[src/rtl/pal_timing_pkg.sv]
// PAL progressive (312-line) timing constants and line classification
// shared by the sync generator and its counter.
package pal_timing_pkg;

    localparam int unsigned HC_W = 9;
    localparam int unsigned VC_W = 9;

    localparam logic [HC_W-1:0] H_TOTAL   = 9'd480;
    localparam logic [VC_W-1:0] V_TOTAL   = 9'd312;
    localparam logic [HC_W-1:0] HSYNC_LEN = 9'd35;
    localparam logic [HC_W-1:0] EQ_LEN    = 9'd18;
    localparam logic [HC_W-1:0] BROAD_LEN = 9'd205;
    localparam logic [HC_W-1:0] HALF_LINE = 9'd240;
    localparam logic [HC_W-1:0] ACT_W     = 9'd352;
    localparam logic [VC_W-1:0] ACT_H     = 9'd256;

    typedef enum logic [1:0] {
        EQ,
        BROAD,
        NORMAL
    } line_t;

    // Lines 0..5 form the vertical sync block: 2 EQ, 2 BROAD, 2 EQ.
    function automatic line_t line_type(input logic [VC_W-1:0] v);
        line_t lt;
        case (v)
            9'd0, 9'd1, 9'd4, 9'd5: lt = EQ;
            9'd2, 9'd3:             lt = BROAD;
            default:                lt = NORMAL;
        endcase
        return lt;
    endfunction

endpackage

[src/rtl/pal_hv_counter.sv]
// Horizontal/vertical position counter; held at the frame origin while
// disabled, with pulses flagging the start of each line and frame.
module pal_hv_counter
    import pal_timing_pkg::*;
(
    input  logic            clk7,
    input  logic            rst,
    input  logic            enable,
    output logic [HC_W-1:0] hc,
    output logic [VC_W-1:0] vc,
    output logic            line_start,
    output logic            frame_start
);

    logic h_last;
    logic v_last;

    assign h_last      = (hc == H_TOTAL - 9'd1);
    assign v_last      = (vc == V_TOTAL - 9'd1);
    assign line_start  = enable && (hc == '0);
    assign frame_start = line_start && (vc == '0);

    always_ff @(posedge clk7 or posedge rst) begin
        if (rst) begin
            hc <= '0;
            vc <= '0;
        end else if (!enable) begin
            hc <= '0;
            vc <= '0;
        end else if (h_last) begin
            hc <= '0;
            vc <= v_last ? '0 : vc + 9'd1;
        end else begin
            hc <= hc + 9'd1;
        end
    end

endmodule

[src/rtl/pal_sync_gen.sv]
// PAL composite sync and active-window generator on the 7.5 MHz pixel clock;
// all outputs registered one cycle after the (hc, vc) they describe.
module pal_sync_gen
    import pal_timing_pkg::*;
#(
    parameter int unsigned H_ACT_START = 96,
    parameter int unsigned V_ACT_START = 40
) (
    input  logic       clk7,
    input  logic       rst,
    input  logic       clocks_ready,
    output logic       csync_n,
    output logic       active,
    output logic [8:0] x,
    output logic [7:0] y,
    output logic       line_strobe,
    output logic       frame_strobe
);

    localparam logic [HC_W-1:0] H_LO = 9'(H_ACT_START);
    localparam logic [HC_W-1:0] H_HI = 9'(H_ACT_START) + ACT_W - 9'd1;
    localparam logic [VC_W-1:0] V_LO = 9'(V_ACT_START);
    localparam logic [VC_W-1:0] V_HI = 9'(V_ACT_START) + ACT_H - 9'd1;

    logic [1:0]      sync_q;
    logic            ready_s;
    logic [HC_W-1:0] hc;
    logic [VC_W-1:0] vc;
    logic            line_start;
    logic            frame_start;

    always_ff @(posedge clk7 or posedge rst) begin
        if (rst) begin
            sync_q <= '0;
        end else begin
            sync_q <= {sync_q[0], clocks_ready};
        end
    end

    assign ready_s = sync_q[1];

    pal_hv_counter u_counter (
        .clk7        (clk7),
        .rst         (rst),
        .enable      (ready_s),
        .hc          (hc),
        .vc          (vc),
        .line_start  (line_start),
        .frame_start (frame_start)
    );

    line_t           lt;
    logic            sync_low;
    logic            in_h;
    logic            in_v;
    logic [HC_W-1:0] dx;
    logic [VC_W-1:0] dy;

    always_comb begin
        lt       = line_type(vc);
        sync_low = 1'b0;
        case (lt)
            EQ:      sync_low = (hc < EQ_LEN) ||
                                (hc >= HALF_LINE && hc < HALF_LINE + EQ_LEN);
            BROAD:   sync_low = (hc < BROAD_LEN) ||
                                (hc >= HALF_LINE && hc < HALF_LINE + BROAD_LEN);
            default: sync_low = (hc < HSYNC_LEN);
        endcase
        in_h = (hc >= H_LO) && (hc <= H_HI);
        in_v = (vc >= V_LO) && (vc <= V_HI);
        dx   = hc - H_LO;
        dy   = vc - V_LO;
    end

    // Gated on ready_s so a lost lock never lets a decode of the forced
    // origin (an EQ pulse and strobes) reach the pins.
    always_ff @(posedge clk7 or posedge rst) begin
        if (rst) begin
            csync_n      <= 1'b1;
            active       <= 1'b0;
            x            <= '0;
            y            <= '0;
            line_strobe  <= 1'b0;
            frame_strobe <= 1'b0;
        end else if (!ready_s) begin
            csync_n      <= 1'b1;
            active       <= 1'b0;
            x            <= '0;
            y            <= '0;
            line_strobe  <= 1'b0;
            frame_strobe <= 1'b0;
        end else begin
            csync_n      <= !sync_low;
            active       <= in_h && in_v;
            x            <= (in_h && in_v) ? dx : '0;
            y            <= in_v ? dy[7:0] : '0;
            line_strobe  <= line_start;
            frame_strobe <= frame_start;
        end
    end

endmodule

[config.mk]
export PLATFORM = sky130hd
export DESIGN_NAME = pal_sync_gen
export DESIGN_NICKNAME = d
export VERILOG_FILES = /design/src/rtl/pal_timing_pkg.sv /design/src/rtl/pal_hv_counter.sv /design/src/rtl/pal_sync_gen.sv
export SDC_FILE = /design/constraint.sdc
export NUM_CORES = 1
export LEC_CHECK = 0
export BUFFER_PORTS_ARGS = -buffer_cell sky130_fd_sc_hd__buf_2
export CAP_MARGIN = 20
export CORE_MARGIN = 5
export CORE_UTILIZATION = 53
export CTS_CLUSTER_DIAMETER = 200
export DETAILED_ROUTE_END_ITERATION = 8
export PLACE_DENSITY = 0.77
export SLEW_MARGIN = 20
export SYNTH_ARGS = -nofsm -noshare
export SYNTH_HDL_FRONTEND = slang
export SYNTH_HIERARCHICAL = 1
export SYNTH_SLANG_ARGS = --single-unit
export TNS_END_PERCENT = 100
[constraint.sdc]
create_clock -name clk7 -period 2.51 [get_ports clk7]
set_input_delay 0.502 -clock clk7 [delete_from_list [all_inputs] [get_ports clk7]]
set_output_delay 0.502 -clock clk7 [all_outputs]
set_load 0.02 [all_outputs]
# After elaboration in Yosys (flattened, before gate mapping)
# Cells that the tools add are included.
[word_totals]
out_inout_bits = 21
register_bits = 41
input_bits = 3
[classes]
add_sub_neg = 4
n_reduce_logical = 15
mux = 15
order_cmp = 10
n_eq_ne = 9
[ops]
columns = ["cell", "count"]
rows = [
  ["2-to-1 mux 9 bit", 7],
  ["adder 9 x 1 -> 9 bit (second input constant)", 2],
  ["== test 9 x 2 -> 1 bit (second input constant)", 2],
  ["== test 9 x 3 -> 1 bit (second input constant)", 2],
  ["== test 9 bit (second input constant)", 2],
  ["<= comparator 9 bit (second input constant)", 2],
  ["logical NOT 9 bit", 2],
  ["less-than comparator 9 bit (second input constant)", 2],
  ["2-to-1 mux 8 bit", 2],
  ["== test 9 x 1 -> 1 bit (second input constant)", 1],
  ["greater-or-equal comparator 9 x 6 -> 1 bit (second input constant)", 1],
  ["greater-or-equal comparator 9 x 7 -> 1 bit (second input constant)", 1],
  ["greater-or-equal comparator 9 x 8 -> 1 bit (second input constant)", 1],
  ["less-than comparator 9 x 5 -> 1 bit (second input constant)", 1],
  ["less-than comparator 9 x 6 -> 1 bit (second input constant)", 1],
  ["less-than comparator 9 x 8 -> 1 bit (second input constant)", 1],
  ["subtractor 9 x 7 -> 9 bit (second input constant)", 1],
  ["subtractor 8 x 6 -> 8 bit (second input constant)", 1],
  ["logical AND 1 bit", 7],
  ["2-to-1 mux 1 bit", 4],
  ["case mux 2 bit (2 select lines)", 1],
  ["OR reduction 4 bit", 1],
  ["== test 2 x 1 -> 1 bit (second input constant)", 1],
  ["logical NOT 2 bit", 1],
  ["5 further kinds", 6],
]

# Longest topological paths before layout
# Gate-level depths: netlist (run 1).
[logic_depth]
depth_word = 7
depth_mapped = 8
ltp_nobuf = 7

# Cells and area by module
# The synthesis (run 1) kept the hierarchy.
[modules_own_cells]
columns = ["mod", "n_inst", "cells_each", "area_per_inst_um2"]
rows = [
  ["pal_sync_gen", 1, 108, 1117.3],
  ["pal_hv_counter", 1, 104, 1006.0],
]

# Least setup slack after synthesis (run 1)
# No wires, ideal clock.
[synth_path]
kind = "reg2reg"
startpoint = "register u_counter.hc[1]"
endpoint = "register x[4]"
path_slack_ns = 0.533
t_required_ns = 2.444
path_stages_with_launch = 7
t_arrival_ns = 1.910
setup_ns = 0.066
path_cell_list = "dfrtp_1 > or3_1 > or4_1 > a22o_1 > and3b_1 > buf_4 > and2_1"
[synth_via]
elab_chain_len = 5
[synth_rtl]
columns = ["element", "line", "text"]
rows = [
  ["start, declared", "pal_hv_counter.sv:9", "output logic [HC_W-1:0] hc,"],
  ["start signal, assigned", "pal_hv_counter.sv:34", "hc <= hc + 9'd1;"],
  ["greater-or-equal comparator 9 x 7 -> 1 bit or <= comparator 9 bit (tied branches)", "pal_sync_gen.sv:69", "in_h = (hc >= H_LO) && (hc <= H_HI);"],
  ["logical AND 1 bit", "pal_sync_gen.sv:69", ""],
  ["logical AND 1 bit", "pal_sync_gen.sv:95", "x <= (in_h && in_v) ? dx : '0;"],
  ["2-to-1 mux 9 bit *", "pal_sync_gen.sv:95", ""],
  ["2-to-1 mux 9 bit *", "pal_sync_gen.sv:85", "end else if (!ready_s) begin"],
  ["end signal, assigned", "pal_sync_gen.sv:95", ""],
  ["end, declared", "pal_sync_gen.sv:14", "output logic [8:0] x,"],
]
# Mark *: on every way between the ends. The rest lies on a longest branch, timed or not.
# A chain may end at the register's enable or synchronous reset.

# Worst setup path in the final report (run 1)
[layout_path]
startpoint = "register u_counter.hc[1]"
endpoint = "register x[0]"
[layout_via]
elab_chain_len = 5
[layout_rtl]
columns = ["element", "line"]
rows = [
  ["greater-or-equal comparator 9 x 7 -> 1 bit or <= comparator 9 bit (tied branches)", "pal_sync_gen.sv:69"],
  ["logical AND 1 bit *", "pal_sync_gen.sv:69"],
  ["logical AND 1 bit *", "pal_sync_gen.sv:95"],
  ["2-to-1 mux 9 bit *", "pal_sync_gen.sv:95"],
  ["2-to-1 mux 9 bit *", "pal_sync_gen.sv:85"],
]
# Marks and branches as above.

==> results of run 1 <==
==> power by group through the flow <==
stage | clock (uW) | sequential, uW | combinational, uW
after floorplan | 0 | 695 | 36.4
after global placement | 0 | 694 | 52.7
after detailed placement | 0 | 695 | 53.3
after CTS | 525 | 682 | 53.6
after global routing | 552 | 684 | 60.9
final | 516 | 683 | 52.0
==> cells by family (layout without fill, tap and decap cells) <==
| kind of cell | count (synthesis) | count (layout) |
|---|---|---|
| compound gates | 35 | 35 |
| xor+xnor | 12 | 12 |
| fa+ha+maj | 11 | 11 |
| buf+inv | 17 | 50 |
| flops | 41 | 41 |
| mux | 2 | 2 |
| simple gates | 94 | 94 |
==> layer usage <==
metal / up-vias / track usage, % / wire length [um]
met5: - / 0 / 0
li1: 812 / - / -
met4: 0 / 8.25 / 101
met1: 806 / 23.0 / 1960
met3: 10 / 3.56 / 220
met2: 47 / 28.1 / 2060
==> final timing paths <==
path | from | end | slack [ns] | cells after the start
setup / recovery | u_counter/hc[1]$_DFF_PP0_ | x[0]$_DFF_PP0_ | 0.39 | 5
hold / removal | rst | u_counter/vc[7]$_DFFE_PP0P_ | 0.30 | 2
setup reg to reg | u_counter/hc[1]$_DFF_PP0_ | x[0]$_DFF_PP0_ | 0.39 | 5
hold reg to reg | sync_q[0]$_DFF_PP0_ | sync_q[1]$_DFF_PP0_ | 0.35 | 0
max in group asynchronous | rst | x[1]$_DFF_PP0_ | 1.65 | 2
min in group clk7 | clocks_ready | sync_q[0]$_DFF_PP0_ | 0.31 | 1
==> through the flow <==
stage | setup slack (ns) | utilization (%)
2_1_floorplan | 0.533 | -
6_report | 0.394 | 61.4
4_1_cts | 0.382 | 61.4
3_5_place_dp | 0.387 | 58.6
5_1_grt | 0.279 | 61.4
3_3_place_gp | 0.456 | 58.6
==> registers in the layout (all words and copies together) (netlist names) <==
| signal | flops |
|---|---|
| frame_strobe | 1 |
| x | 9 |
| u_counter/vc | 9 |
| u_counter/hc | 9 |
| y | 8 |
| line_strobe | 1 |
| csync_n | 1 |
| sync_q | 2 |
| active | 1 |
==> area by class of cell <==
class | count | area, um2 | area share, %
inverters | 13 | 48.8 | 2.02
multi-input cells | 154 | 1010 | 41.9
flip-flops and latches | 41 | 1030 | 42.5
clock buffers | 6 | 72.6 | 3.00
clock inverters | 2 | 35.0 | 1.45
repair buffers | 29 | 160 | 6.62
well taps | 50 | 62.6 | 2.59
==> cell usage in the layout (no fill, tap or decap), types with 10 or more instances in the layout <==
cell type and count:
sky130_fd_sc_hd__nor2_1 15, sky130_fd_sc_hd__a21oi_1 12, sky130_fd_sc_hd__buf_2 23, sky130_fd_sc_hd__and2_1 11
sky130_fd_sc_hd__nand2_1 16, sky130_fd_sc_hd__dfrtp_1 40, sky130_fd_sc_hd__inv_1 13, sky130_fd_sc_hd__nand3_1 11
sky130_fd_sc_hd__ha_1 10, sky130_fd_sc_hd__o21ai_0 11
==> impl_metrics.tcl, run 1 <==
set metrics [dict create \
    rsz0062_at_grt "false" \
    cts_resized 0 \
    post_synth_xor_area_fraction_pct 4.95 \
    cp_slowest_stage_delay_ns 0.47 \
    detailed_place.area_mm2 0.00231 \
    first_global_vias 1608 \
    grt_overflow_total 0 \
    n_fill_cell 339 \
    critical_path_arrival_ns 2.35 \
    floorplan.rows 23 \
    synth_compound_gate_area_share_pct 10.6 \
    placement.io_buffers 23 \
    yosys-mux-area-fraction_pct 0.943 \
    hpwl_um 3040 \
    finalNetCount 257 \
    min-delay-path-class "in -> async" \
    ir_worst_vdd_mv 0.390 \
    post-cts-setup-buffer-count 0 \
    antennaDiodeCount 0 \
    cts.htree.levels 2 \
    critPathMaxFanout 9 \
    final-hold-violation-count 0 \
    power.switching_uw 268 \
    power.switching_fraction_pct 21.4 \
    final-instance-count-excl-fill 295 \
    drt-total-wl_um 4340 \
    ant_nets 0 \
    post_synth_fa_ha_maj_area_fraction_pct 6.36 \
    post_route_cells_drive_above_1_share_pct 18.4 \
    max_slew.worst_pin.slew_ns 0.799 \
    place_congestion 0.817 \
    synth-simple-area-share_pct 24.9 \
    die_width_um 73.3 \
    die-area_mm2 0.00537 \
    setup_viol_count_final 0 \
    synth_seq_cells 41 \
    synth-edff-count 0 \
    post_synth_num_cell_types 45 \
    fin_tns_setup_ns 0 \
    whs_ns 0.301 \
    post-route-cell-area_mm2 0.00242 \
    first_pass_grt_wire_length_um 7340 \
    power.clock.fraction_pct 41.3 \
    grt_antenna_before_repair 0 \
    syn-instance-count 212 \
    die_h_um 73.3 \
    cts.root.buffer_cell "sky130_fd_sc_hd__clkbuf_8" \
    cts_max_path_buffers 2 \
    worst-endpoint-required_ns 2.75 \
    powerDensity_mw_per_mm2 517 \
    drv_slew 0 \
    netlist_area_mm2 0.00212 \
    first_iter_violations 179 \
    path_cells "or3_1 > or4_1 > a22o_1 > and3b_1 > and2_1" \
    hold_buffers 0 \
    avgViaCountPerCell 5.68 \
    cpMaxStageDelayCell "sky130_fd_sc_hd__dfrtp_1" \
    syn-mean-instance-area_um2 10.0 \
    worst_slew_margin_rel_pct 46.7 \
    period_minus_slack_ns 2.12 \
    floorplan.io_pins 24 \
    synth.most_common_cell "sky130_fd_sc_hd__dfrtp_1" \
    synthFlopType "sky130_fd_sc_hd__dfrtp_1" \
    clock-skew-final_ns 0.00663 \
    synth_top_area_cell "sky130_fd_sc_hd__dfrtp_1" \
    grt_max_degree 24 \
    max_clock_freq_mhz 473 \
    cellInternalPower_uw 983 \
    final.period_utilization_pct 84.3 \
    combinational_family_with_the_most_area_after_synthesis "simple AND/OR/NAND/NOR gates" \
    flow.area_growth_from_synthesis_pct 14.0 \
    cts_inserted_buffers 5 \
    timing.max_cap.violations 0 \
    post_synth_most_frequent_cells "sky130_fd_sc_hd__dfrtp_1 (40), sky130_fd_sc_hd__nand2_1 (16), sky130_fd_sc_hd__nor2_1 (15)" \
    pwr-share-comb_pct 4.2 \
    post-route-drc-count 0 \
    cts.reportedPaths.clkPinSlew_ns 0.08 \
    critPathTopFamily "simple AND/OR/NAND/NOR gates" \
    fp.coreArea_mm2 0.00394 \
    synth.top_cell.area_share_pct 47.1 \
    yosys_warnings 6 \
    seq_power_share_pct 54.6 \
    run_status "completed" \
    overall_power_uw 1250 \
    tritoncts_clock_tree "done" \
    post_drt_wl_per_cell_um 14.7 \
    end_kind "flop" \
    grtUsageTotal_pct 17.6 \
    routed-via-count 1675 \
    number_of_clock_sinks 41 \
    power.static_leakage_uw 0.00120 \
    detailed_routing_iterations_pass_1 5 \
    worst_skew_pair.late_latency_ns 0.29 \
    worst-path-buf-inv 0 \
    post_synth_main_area_contributors "sky130_fd_sc_hd__dfrtp_1 (47%), sky130_fd_sc_hd__ha_1 (5.9%), sky130_fd_sc_hd__and2_1 (3.2%), sky130_fd_sc_hd__xnor2_1 (2.9%), sky130_fd_sc_hd__a21oi_1 (2.8%)" \
    start_util_pct 53.9 \
    synthArstFlopShare_pct 100 \
    startpoint_type "flop" \
    placedCellCount 287 \
    synthesis.nets 225 \
    timing.setup.critical_path_class "reg -> reg" \
    synth.yosys.seq_area_share_pct 48.4 \
]
Power figures use the tool's default switching activity.
==> run 2: changes to the inputs <==
--- a/config.mk
+++ b/config.mk
@@ -8,10 +8,10 @@
 export BUFFER_PORTS_ARGS = -buffer_cell sky130_fd_sc_hd__buf_2
 export CAP_MARGIN = 20
 export CORE_MARGIN = 5
-export CORE_UTILIZATION = 53
+export CORE_UTILIZATION = 52
 export CTS_CLUSTER_DIAMETER = 200
 export DETAILED_ROUTE_END_ITERATION = 8
-export PLACE_DENSITY = 0.77
+export PLACE_DENSITY = 0.79
 export SLEW_MARGIN = 20
 export SYNTH_ARGS = -nofsm -noshare
 export SYNTH_HDL_FRONTEND = slang
==> constraint.sdc (replaced) <==
create_clock -name clk7 -period 1.7 [get_ports clk7]
set_input_delay 0.34 -clock clk7 [delete_from_list [all_inputs] [get_ports clk7]]
set_output_delay 0.34 -clock clk7 [all_outputs]
set_load 0.02 [all_outputs]
==> impl_metrics.tcl, run 2 (synthesis results as in run 1) <==
set metrics [dict create \
    run_status "finished with violations" \
    violations_in_the_final_reports "setup timing" \
    max_slew.worst_pin.slew_ns 0.387 \
    top_library_cells_by_usage_in_the_layout_fill_and_taps_aside "sky130_fd_sc_hd__buf_4 (49), sky130_fd_sc_hd__dfrtp_1 (38), sky130_fd_sc_hd__buf_2 (23)" \
    grt_overflow_total 0 \
    die-area_mm2 0.00546 \
    min-delay-path-class "in -> async" \
    grtUsageTotal_pct 24.4 \
    start_util_pct 53.5 \
    final.period_utilization_pct 115 \
    rsz0062_at_grt "true" \
    first_global_vias 2046 \
    max_clock_freq_mhz 511 \
    timing.rr.start "u_counter/hc[2]$_DFF_PP0_" \
    ir_worst_vdd_mv 0.376 \
    n_fill_cell 232 \
    cts.reportedPaths.clkPinSlew_ns 0.08 \
    drv_slew 0 \
    grt_max_degree 24 \
    end_kind "flop" \
    whs_ns 0.0715 \
    grt_antenna_before_repair 0 \
    place_congestion 0.858 \
    ant_nets 0 \
    overall_power_uw 1820 \
    final_critical_path_setup_slack_ns -0.255 \
    tritoncts_clock_tree "done" \
    antennaDiodeCount 0 \
    timing.max_cap.violations 0 \
    critical_path_arrival_ns 2.19 \
    clock-skew-final_ns 0.00950 \
    worst_r2r_path_depth 5 \
    floorplan.rows 23 \
    die_h_um 73.9 \
    flow.area_growth_from_synthesis_pct 42.7 \
    cts_max_path_buffers 2 \
    worst_skew_pair.late_latency_ns 0.30 \
    detailed_routing_iterations_pass_1 6 \
    cts.htree.levels 2 \
    final-instance-count-excl-fill 347 \
    post_route_cells_drive_above_1_share_pct 44.8 \
    timing.setup.critical_path_class "reg -> reg" \
    drt-total-wl_um 6960 \
    first_iter_violations 334 \
    startpoint "u_counter/hc[2]$_DFF_PP0_" \
    fin_tns_setup_ns -2.67 \
    finalNetCount 309 \
    die_width_um 73.9 \
    routed-via-count 2178 \
    avgViaCountPerCell 6.28 \
    worst_slew_margin_rel_pct 74.2 \
    hold_buffers 0 \
    placement.io_buffers 23 \
    fp.coreArea_mm2 0.00397 \
    final-hold-violation-count 0 \
    post-route-drc-count 0 \
    startpoint_type "flop" \
    critPathMaxFanout 7 \
    placedCellCount 323 \
    setup_viol_count_final 20 \
    floorplan.io_pins 24 \
    hpwl_um 3480 \
    number_of_clock_sinks 41 \
    cts_inserted_buffers 5 \
    powerDensity_mw_per_mm2 600 \
    pre_cts_slack_ns -0.259 \
    first_pass_grt_wire_length_um 9920 \
    layout_commonest_cell "sky130_fd_sc_hd__buf_4" \
    power.static_leakage_uw 0.00149 \
    cts.root.buffer_cell "sky130_fd_sc_hd__clkbuf_8" \
    biggestRegsByFlops "u_counter/hc (9), u_counter/vc (9), x (9)" \
    post_drt_wl_per_cell_um 20.1 \
    period_minus_slack_ns 1.96 \
    worst-endpoint-required_ns 1.94 \
]
run 2: worst paths after layout:
path / endpoint / slack, ns
setup / recovery: x[3]$_DFF_PP0_ / -0.26
hold / removal: u_counter/vc[8]$_DFFE_PP0P_ / 0.07
min in group clk7: sync_q[0]$_DFF_PP0_ / 0.16
hold reg to reg: sync_q[1]$_DFF_PP0_ / 0.38
max in group asynchronous: csync_n$_DFF_PP1_ / 1.32
setup reg to reg: x[3]$_DFF_PP0_ / -0.26
run 2: worst max-delay path: stages, from the launching register on:
cell	delay (ns)
sky130_fd_sc_hd__dfrtp_1	0.39
sky130_fd_sc_hd__or3_4	0.39
sky130_fd_sc_hd__or4_4	0.42
sky130_fd_sc_hd__a22o_1	0.21
sky130_fd_sc_hd__and3b_2	0.32
sky130_fd_sc_hd__and2_4	0.16
run 2: final cells by class:
cell class | instances | area, um2 | area share (%)
multi-input combinational | 156 | 1230 | 40.8
sequential | 41 | 1030 | 34.0
timing repair buffer | 79 | 562 | 18.5
clock buffer | 8 | 90.1 | 2.97
tap | 50 | 62.6 | 2.06
inverter | 13 | 51.3 | 1.69
run 2: metal layers:
layer	GRT usage [%]	part of all wire, %
met1	30.1	39
met5	0	0
met3	5.61	8.9
met4	11.5	4.6
met2	40.2	48
run 2: what timing repair did:
action                                  4_1_cts  5_1_grt
cloned                                        1        1
resized for setup                            30       34
setup buffers                                11        7
hold endpoints to repair                      0        0
pin swaps                                    13       27
endpoints found under the setup margin       24       29
run 2: power breakdown:
group	internal [uW]	switching [uW]	leakage (uW)	total, uW
sequential	988	12.3	0.000558	1000
combinational	61.4	88.9	0.000889	150
clock	331	337	0.0000455	669
run 2: metrics by stage:
step / util (%) / instance area, um2
after floorplan: - / 2130
after global placement: 65.1 / 2580
after detailed placement: 65.1 / 2580
after CTS: 72.4 / 2880
after global routing: 76.3 / 3030
final: 76.3 / 3030
